**src/rtl/bist_tpg.sv**
```systemverilog
// LFSR test pattern generator for the LBIST loop: one pseudo-random pattern per
// clock while running, tpg_end on the last pattern of a sweep, sweeps counted.
module bist_tpg #(
  parameter int               WIDTH        = 8,
  parameter logic [WIDTH-1:0] TAPS         = 8'hB8,
  parameter logic [WIDTH-1:0] SEED         = 8'h01,
  parameter int               NUM_PATTERNS = 255,
  parameter int               CNT_BITS     = 8,
  parameter int               SWEEP_BITS   = 4
) (
  input  logic                  clk,
  input  logic                  rst,
  input  logic                  tpg_reset,
  input  logic                  inc,
  output logic [WIDTH-1:0]      pattern,
  output logic                  pattern_valid,
  output logic [CNT_BITS-1:0]   pattern_idx,
  output logic                  tpg_end,
  output logic [SWEEP_BITS-1:0] sweep_cnt
);

  // A zero seed would lock the LFSR at zero, so it is replaced by 1.
  localparam logic [WIDTH-1:0]    SEED_EFF      = (SEED == '0) ? WIDTH'(1) : SEED;
  localparam logic [CNT_BITS-1:0] LAST_IDX      = CNT_BITS'(NUM_PATTERNS - 1);
  localparam logic                FIRST_IS_LAST = (NUM_PATTERNS == 1);

  typedef enum logic [1:0] {IDLE, RUN, DONE} state_t;

  state_t                  state_q, state_d;
  logic [WIDTH-1:0]        pattern_d;
  logic [CNT_BITS-1:0]     idx_d;
  logic                    valid_d;
  logic                    end_d;
  logic [SWEEP_BITS-1:0]   sweep_d;

  function automatic logic [WIDTH-1:0] lfsr_step(input logic [WIDTH-1:0] s);
    return {s[WIDTH-2:0], ^(s & TAPS)};
  endfunction

  function automatic logic [SWEEP_BITS-1:0] sat_inc(input logic [SWEEP_BITS-1:0] c);
    return (&c) ? c : c + SWEEP_BITS'(1);
  endfunction

  always_comb begin
    state_d   = state_q;
    pattern_d = pattern;
    idx_d     = pattern_idx;
    valid_d   = 1'b0;
    end_d     = 1'b0;
    sweep_d   = sweep_cnt;
    if (tpg_reset) begin
      state_d   = IDLE;
      pattern_d = SEED_EFF;
      idx_d     = '0;
    end else begin
      case (state_q)
        IDLE: begin
          state_d   = RUN;
          pattern_d = SEED_EFF;
          idx_d     = '0;
          valid_d   = 1'b1;
          end_d     = FIRST_IS_LAST;
        end
        RUN: begin
          if (tpg_end) begin
            // The sweep is counted here, so a later inc from DONE must not count it again.
            sweep_d = sat_inc(sweep_cnt);
            if (inc) begin
              pattern_d = SEED_EFF;
              idx_d     = '0;
              valid_d   = 1'b1;
              end_d     = FIRST_IS_LAST;
            end else begin
              state_d = DONE;
            end
          end else begin
            pattern_d = lfsr_step(pattern);
            idx_d     = pattern_idx + CNT_BITS'(1);
            valid_d   = 1'b1;
            end_d     = ((pattern_idx + CNT_BITS'(1)) == LAST_IDX);
          end
        end
        DONE: begin
          if (inc) begin
            state_d   = RUN;
            pattern_d = SEED_EFF;
            idx_d     = '0;
            valid_d   = 1'b1;
            end_d     = FIRST_IS_LAST;
          end
        end
        default: state_d = IDLE;
      endcase
    end
  end

  always_ff @(posedge clk or posedge rst) begin
    if (rst) begin
      state_q       <= IDLE;
      pattern       <= SEED_EFF;
      pattern_idx   <= '0;
      pattern_valid <= 1'b0;
      tpg_end       <= 1'b0;
      sweep_cnt     <= '0;
    end else begin
      state_q       <= state_d;
      pattern       <= pattern_d;
      pattern_idx   <= idx_d;
      pattern_valid <= valid_d;
      tpg_end       <= end_d;
      sweep_cnt     <= sweep_d;
    end
  end

endmodule
```
**config.mk**
```make
export PLATFORM = sky130hd
export DESIGN_NAME = bist_tpg
export DESIGN_NICKNAME = d
export VERILOG_FILES = /design/src/rtl/bist_tpg.sv
export SDC_FILE = /design/constraint.sdc
export NUM_CORES = 1
export LEC_CHECK = 0
export CAP_MARGIN = 10
export CORE_MARGIN = 1.5
export CORE_UTILIZATION = 50
export CTS_CLUSTER_DIAMETER = 200
export DETAILED_ROUTE_END_ITERATION = 7
export PLACE_DENSITY_LB_ADDON = 0.2
export SYNTH_ARGS = -nofsm -noshare
export SYNTH_HDL_FRONTEND = slang
export SYNTH_SLANG_ARGS = --single-unit
```
**constraint.sdc**
```tcl
create_clock -name clk -period 1.8 [get_ports clk]
set_input_delay 0.36 -clock clk [delete_from_list [all_inputs] [get_ports clk]]
set_output_delay 0.36 -clock clk [all_outputs]
set_load 0.01 [all_outputs]
```
==> results of run 1 <==
metal layers:
metal  share of wire  track usage  vias up
met4           0.015       0.0750        0
met1            0.47        0.302      532
met3           0.046       0.0250        4
met5               0            0        -
met2            0.47        0.360       36
li1                -            -      524
metrics by stage:
| step | std cells | cell area (um2) | setup WS [ns] | hold WS [ns] | util |
|---|---|---|---|---|---|
| after floorplan | 127 | 1300 | 0.149 | 0.374 | - |
| after detailed placement | 185 | 1620 | -0.0243 | 0.512 | 0.654 |
| after CTS | 189 | 1650 | 0.000236 | 0.285 | 0.666 |
| final | 189 | 1680 | 0.0666 | 0.283 | 0.679 |
| after global routing | 189 | 1680 | 0.00354 | 0.308 | 0.679 |
| after global placement | 185 | 1620 | -0.0114 | 0.507 | 0.654 |
repair_timing:
item,CTS,global route
endpoints found under the setup margin,10,19
gates resized for setup,3,11
hold buffers,0,0
cloned,0,0
worst min path at each step:
stage	startpoint	endpoint	slack (ns)
after global routing	rst	pattern_idx[7]	0.31
final	rst	tpg_end	0.28
after CTS	rst	pattern_idx[2]	0.28
after detailed placement	pattern[6]	pattern[7]	0.51
after global placement	pattern[6]	pattern[7]	0.51
after floorplan	rst	pattern[1]	0.37
report_power, final:
group,switching (mW),leakage [nW],total (mW),internal (mW)
clock network,0.159,0.0150,0.246,0.0866
registers,0.0406,0.315,0.638,0.597
logic,0.351,0.414,0.660,0.309
total,0.551,0.744,1.54,0.993
flip-flops by register name (all words and copies together), names as in the netlist:
name           count
pattern_idx        8
pattern            8
pattern_valid      1
state_q            2
tpg_end            1
sweep_cnt          4
synthesized netlist by cell type (3+ instances only):
cell type   n  area share
xnor2_1     6       0.040
nand3b_1    3       0.017
ha_1        8       0.077
and3_1      4       0.019
nor2_1      8       0.023
inv_1       6       0.017
nand2_1     5       0.014
a21oi_1     7       0.027
nor3_1      4       0.015
dfrtp_1    23        0.44
nand2b_1    3       0.014
a22o_1      7       0.047
a31oi_1     5       0.024
nand4_1     3       0.014
nand3_1     6       0.023
cells by family after synthesis:
group           count (synthesis)  synth area share
compound gates                 30             0.161
xor+xnor                        8            0.0538
fa+ha+maj                       8            0.0769
buf+inv                        12            0.0452
flops                          24             0.463
mux                             2            0.0163
simple gates                   43             0.185
placed cells by master, fill, tap and decap left out, types with 5 or more instances in the layout:
| cell | synthesis | layout |
|---|---|---|
| dfrtp_1 | 23 | 18 |
| a22o_1 | 7 | 7 |
| a21oi_1 | 7 | 7 |
| xnor2_1 | 6 | 6 |
| nand2_1 | 5 | 5 |
| ha_1 | 8 | 7 |
| inv_1 | 6 | 6 |
| nand3_1 | 6 | 6 |
| buf_4 | 1 | 9 |
| clkdlybuf4s50_1 | 0 | 24 |
| nor2_1 | 8 | 7 |
| dfrtp_2 | 0 | 5 |
area by class of cell:
cell class	count	area, um2	area share
multi-input cells	91	672	0.399
flip-flops and latches	24	608	0.361
repair buffers	34	317	0.188
well taps	30	37.5	0.0223
clock buffers	4	26.3	0.0156
inverters	6	22.5	0.0134
critical path, delay by kind of cell, from the launching register on:
kind	cells	cell delay, ns
buf+inv	2	0.69
flops	1	0.37
==> run summary, run 1 <==
Status -> complete, no violations
Buffers on Ports -> 25
1st-pass router iterations -> 4
Yosys reg bits -> 24
First-pass GRT wire length -> 4620 um
EDFF count, synth -> 0
Via density -> 5.80
Number of antenna violations at the first check in global routing -> 0
Die height -> 54.0 um
Actual slew at the worst max-slew pin -> 0.339 ns
Clock Tree Buf Depth -> 2
Tot GR Track Use -> 0.220
Power per cell area -> 917 nW/um2
Hpwl dp -> 2030 um
Top Ports -> 26
Final Hold Viols -> 0
CTS Sinks -> 24
Row count -> 18
Slew Viols, Final -> 0
Worst setup path category -> flip-flop to output pin
Crit path DAT -> 1.37 ns
DR WL/cell -> 14.9 um
Ant diodes -> 0
# Post-CTS Setup Buffers -> 0
Synthesized area per cell -> 10.2 um2
Worst path slowest cell -> clkdlybuf4s50_1
CTS tree -> yes
Area of the core -> 2480 um2
Initial Utilization -> 0.525
Syn_nets -> 139
Synthesis-to-finish area growth -> 29.3%
Mapped cell area -> 1300 um2
Num CTS Buffers -> 3
Worst setup EP type -> output pin
MaxCap Viol Count -> 0
Fmax -> 577 MHz
Fill count -> 220
Share of cells above drive strength 1 -> 0.170
Largest net degree at the start of global routing -> 14
Htree depth -> 1
Worst vdd rail ir drop -> 766 uV
Type of origin of the critical path -> flip-flop
Critical Path Start -> pattern_idx[0]
# nets final -> 172
Worst EP required -> 1.44 ns
Die X -> 54.0 um
Final TNS setup -> 0 ns
Slew HR -> 0.774
Max incr delay on CP -> 0.54 ns
HP Class -> input pin to async pin
R2r startpoint -> state_q[1]
Sequential element share of the synthesized area -> 0.462
Crit-path cells -> buf_4 > clkdlybuf4s50_1
YS warnings -> 0
Min cycle time layout -> 1.73 ns
Cells after synthesis -> 127
R2r worst-path depth -> 6
Setup Viol. Count Final -> 0
Routed Antenna Nets -> 0
1st-iter DRT viols -> 20
P_leak -> 0.744 nW
Clock Latency Late Sink -> 0.31 ns
Predominant post-synthesis flop cell -> dfrtp_1
Die Area -> 2920 um2
Reg2reg end -> pattern_idx[6]
Clock skew -> 0.00171 ns
Reg2reg setup slack -> 0.10 ns
Crit-path max FO -> 7
Final Cycle Share -> 0.963
Gp weighted congestion -> 0.812
RSZ-0062 raised after global routing -> no
Cell variety after synth -> 40
Final Power -> 1.54 mW
Number of global-route vias before repair -> 999
Reg clk slew, reported paths -> 0.13 ns
Worst setup path endpoint -> pattern_idx[0]
Clock Tree Root -> clkbuf_4
Grt ovf -> 0
Drc violations -> 0
Vias -> 1096
Asr flop ratio synth -> 1.00
Wirelength, routed -> 2810 um
Note: power is estimated with default switching activity, not from simulation.
==> run 2: changes to the inputs <==
Settings changed: REMOVE_ABC_BUFFERS set to 1.
==> run 2 against run 1 <==
Net effect:
- non-clock buffer count is 3 higher
- highest routed layer unchanged
- maximum frequency is 1.6% lower
- largest cell class unchanged
- global-route usage is 0.94 points lower
- combinational power is 6.1% higher
- cell count is 1.6% higher
- via count is 1.0% lower
- first-iteration DRC count is 5.0% higher
- core utilization is 1.0 points higher
- clock skew is 0.00092 ns lower
==> run summary, run 2 (synthesis gave the netlist of run 1 again) <==
Power per cell area -> 947 nW/um2 (+3.3%)
Clk network pwr share -> 0.175 (+0.016)
Via density -> 5.65 (-2.6%)
Worst setup path category -> flip-flop to output pin
Min cycle time layout -> 1.76 ns (+0.0289 ns)
Top Ports -> 26 (unchanged)
1st-iter DRT viols -> 21 (+5.0%)
DR WL/cell -> 15.1 um (+1.9%)
Slew HR -> 0.744 (-0.0299)
Hpwl dp -> 2050 um (+0.90%)
Crit-path max FO -> 7 (unchanged)
Worst setup EP type -> output pin
Clock Tree Buf Depth -> 2 (unchanged)
CTS Sinks -> 24 (unchanged)
Power share of the combinational group -> 0.433 (+0.006)
Area of the core -> 2480 um2 (unchanged)
CP top delay family -> buffers and inverters
Synthesis-to-finish area growth -> 31.3%
Num CTS Buffers -> 3 (unchanged)
Final TNS setup -> 0 ns (unchanged)
Placed Instances -> 186 (+0.54%)
Critical Path Start -> tpg_end
# nets final -> 175 (+1.7%)
Htree depth -> 1 (unchanged)
Most frequent cells in the layout -> clkdlybuf4s50_1 (24), dfrtp_1 (19), buf_4 (12)
Number of antenna violations at the first check in global routing -> 0 (unchanged)
Buffers on Ports -> 25 (unchanged)
Internal Pwr Total -> 1.05 mW (+6.1%)
Row count -> 18 (unchanged)
Fmax -> 567 MHz (-1.6%)
Die Area -> 2920 um2 (unchanged)
Commonest non-fill, non-tap cell in the layout -> clkdlybuf4s50_1
Area after DPL -> 1630 um2 (+0.46%)
Tot GR Track Use -> 0.211 (-0.00936)
Reg clk slew, reported paths -> 0.13 ns (about the same)
Drc violations -> 0 (unchanged)
Psw -> 0.565 mW (+2.5%)
Setup Viol. Count Final -> 0 (unchanged)
R2r startpoint -> state_q[0]
Ant diodes -> 0 (unchanged)
Status -> complete, no violations
Vias -> 1085 (-1.0%)
Wirelength, routed -> 2910 um (+3.5%)
Final Cycle Share -> 0.979 (+0.0160)
RSZ-0062 raised after global routing -> no
1st-pass router iterations -> 4 (unchanged)
Worst vdd rail ir drop -> 749 uV (-2.2%)
Worst EP required -> 1.44 ns (about the same)
Regs by FF count -> pattern x8, pattern_idx x8, sweep_cnt x4
Clock Tree Root -> clkbuf_4
P_leak -> 0.769 nW (+3.4%)
Slew Viols, Final -> 0 (unchanged)
Share of cells above drive strength 1 -> 0.179 (+0.00920)
Actual slew at the worst max-slew pin -> 0.384 ns (+0.0452 ns)
Die X -> 54.0 um (unchanged)
Grt ovf -> 0 (unchanged)
HP Class -> input pin to async pin
CTS tree -> yes
Final Hold Viols -> 0 (unchanged)
Final Non-Filler Cells -> 192 (+1.6%)
Final instance area -> 1710 um2 (+1.5%)
Gp weighted congestion -> 0.829 (+2.2%)
Worst path buffer plus inverter count -> 1 (-1)
Max incr delay on CP -> 0.59 ns (+0.05 ns)
Hold Slack -> 0.382 ns (+0.0982 ns)
Net Sw Frac -> 0.349 (-0.00781)
Worst path slowest cell -> clkdlybuf4s50_1
Number of global-route vias before repair -> 995 (-0.40%)
Type of origin of the critical path -> flip-flop
First-pass GRT wire length -> 4440 um (-4.0%)
Routed Antenna Nets -> 0 (unchanged)
Clock skew -> 0.000798 ns (-0.000917 ns)
Initial Utilization -> 0.525 (unchanged)
Crit-path cells -> clkdlybuf4s50_1
Largest net degree at the start of global routing -> 25 (+11)
Sequential Power Share -> 0.392 (-0.021)
Post-CTS Hold Fix Bufs -> 0 (unchanged)
MaxCap Viol Count -> 0 (unchanged)
Die height -> 54.0 um (unchanged)
Crit path DAT -> 1.40 ns (+0.03 ns)
Clock Latency Late Sink -> 0.31 ns (about the same)
## run 2: changes by cell type in the layout (fill, tap and decap cells not counted), sizes merged
cell and change:
dlymetal6s2s +1, buf +3, dlygate4sd2 -1
## run 2: final timing paths
path / depth (start not counted) / endpoint / slack, ns
worst min-delay path: 3 / pattern[3] / 0.38
max in group asynchronous: 3 / pattern[0] / 1.13
worst max-delay path: 1 / tpg_end / 0.04
min in group clk: 1 / sweep_cnt[3] / 0.53
worst min register to register: 1 / sweep_cnt[3] / 0.53
worst max register to register: 6 / pattern_idx[6] / 0.05
## run 2: layout make-up
cell class / instances / area [um2]
fill: 201 / 769
clock buffer: 4 / 36.3
tap: 30 / 37.5
inverter: 6 / 22.5
multi-input combinational: 91 / 662
sequential: 24 / 607
timing repair buffer: 37 / 343
## run 2: per-layer routing
layer	vias to the layer above	global-route usage	part of all wire
met5	-	0	0
met4	0	0.0625	0.011
met3	5	0.0278	0.031
met2	23	0.341	0.48
met1	529	0.293	0.48
li1	528	-	-
## run 2: power by group through the flow
stage                     combinational [mW]  sequential, mW  clock, mW
final                                  0.700           0.634      0.283
after floorplan                        0.317           0.671          0
after detailed placement               0.617           0.652          0
after CTS                              0.670           0.635      0.292
after global placement                 0.584           0.650          0
after global routing                   0.755           0.640      0.309
## run 2: through the flow
step | utilization | setup WS [ns] | total power, mW
finish | 0.689 | 0.0378 | 1.62
global route | 0.689 | 0.00151 | 1.70
CTS | 0.681 | 0.00193 | 1.60
detailed placement | 0.657 | -0.0495 | 1.27
global placement | 0.657 | 0.0308 | 1.23
floorplan | - | 0.0720 | 0.988
## run 2: timing repair
action,4_1_cts,5_1_grt
setup endpoints to repair,13,18
buffers inserted,1,1
hold endpoints to repair,0,0
resized for setup,4,7
==> run 3: changes to the inputs <==
Settings changed: CTS_CLUSTER_SIZE set to 24.
==> results of run 3 <==
Same layout as run 2: the final DEF is identical, and so are final timing and power.
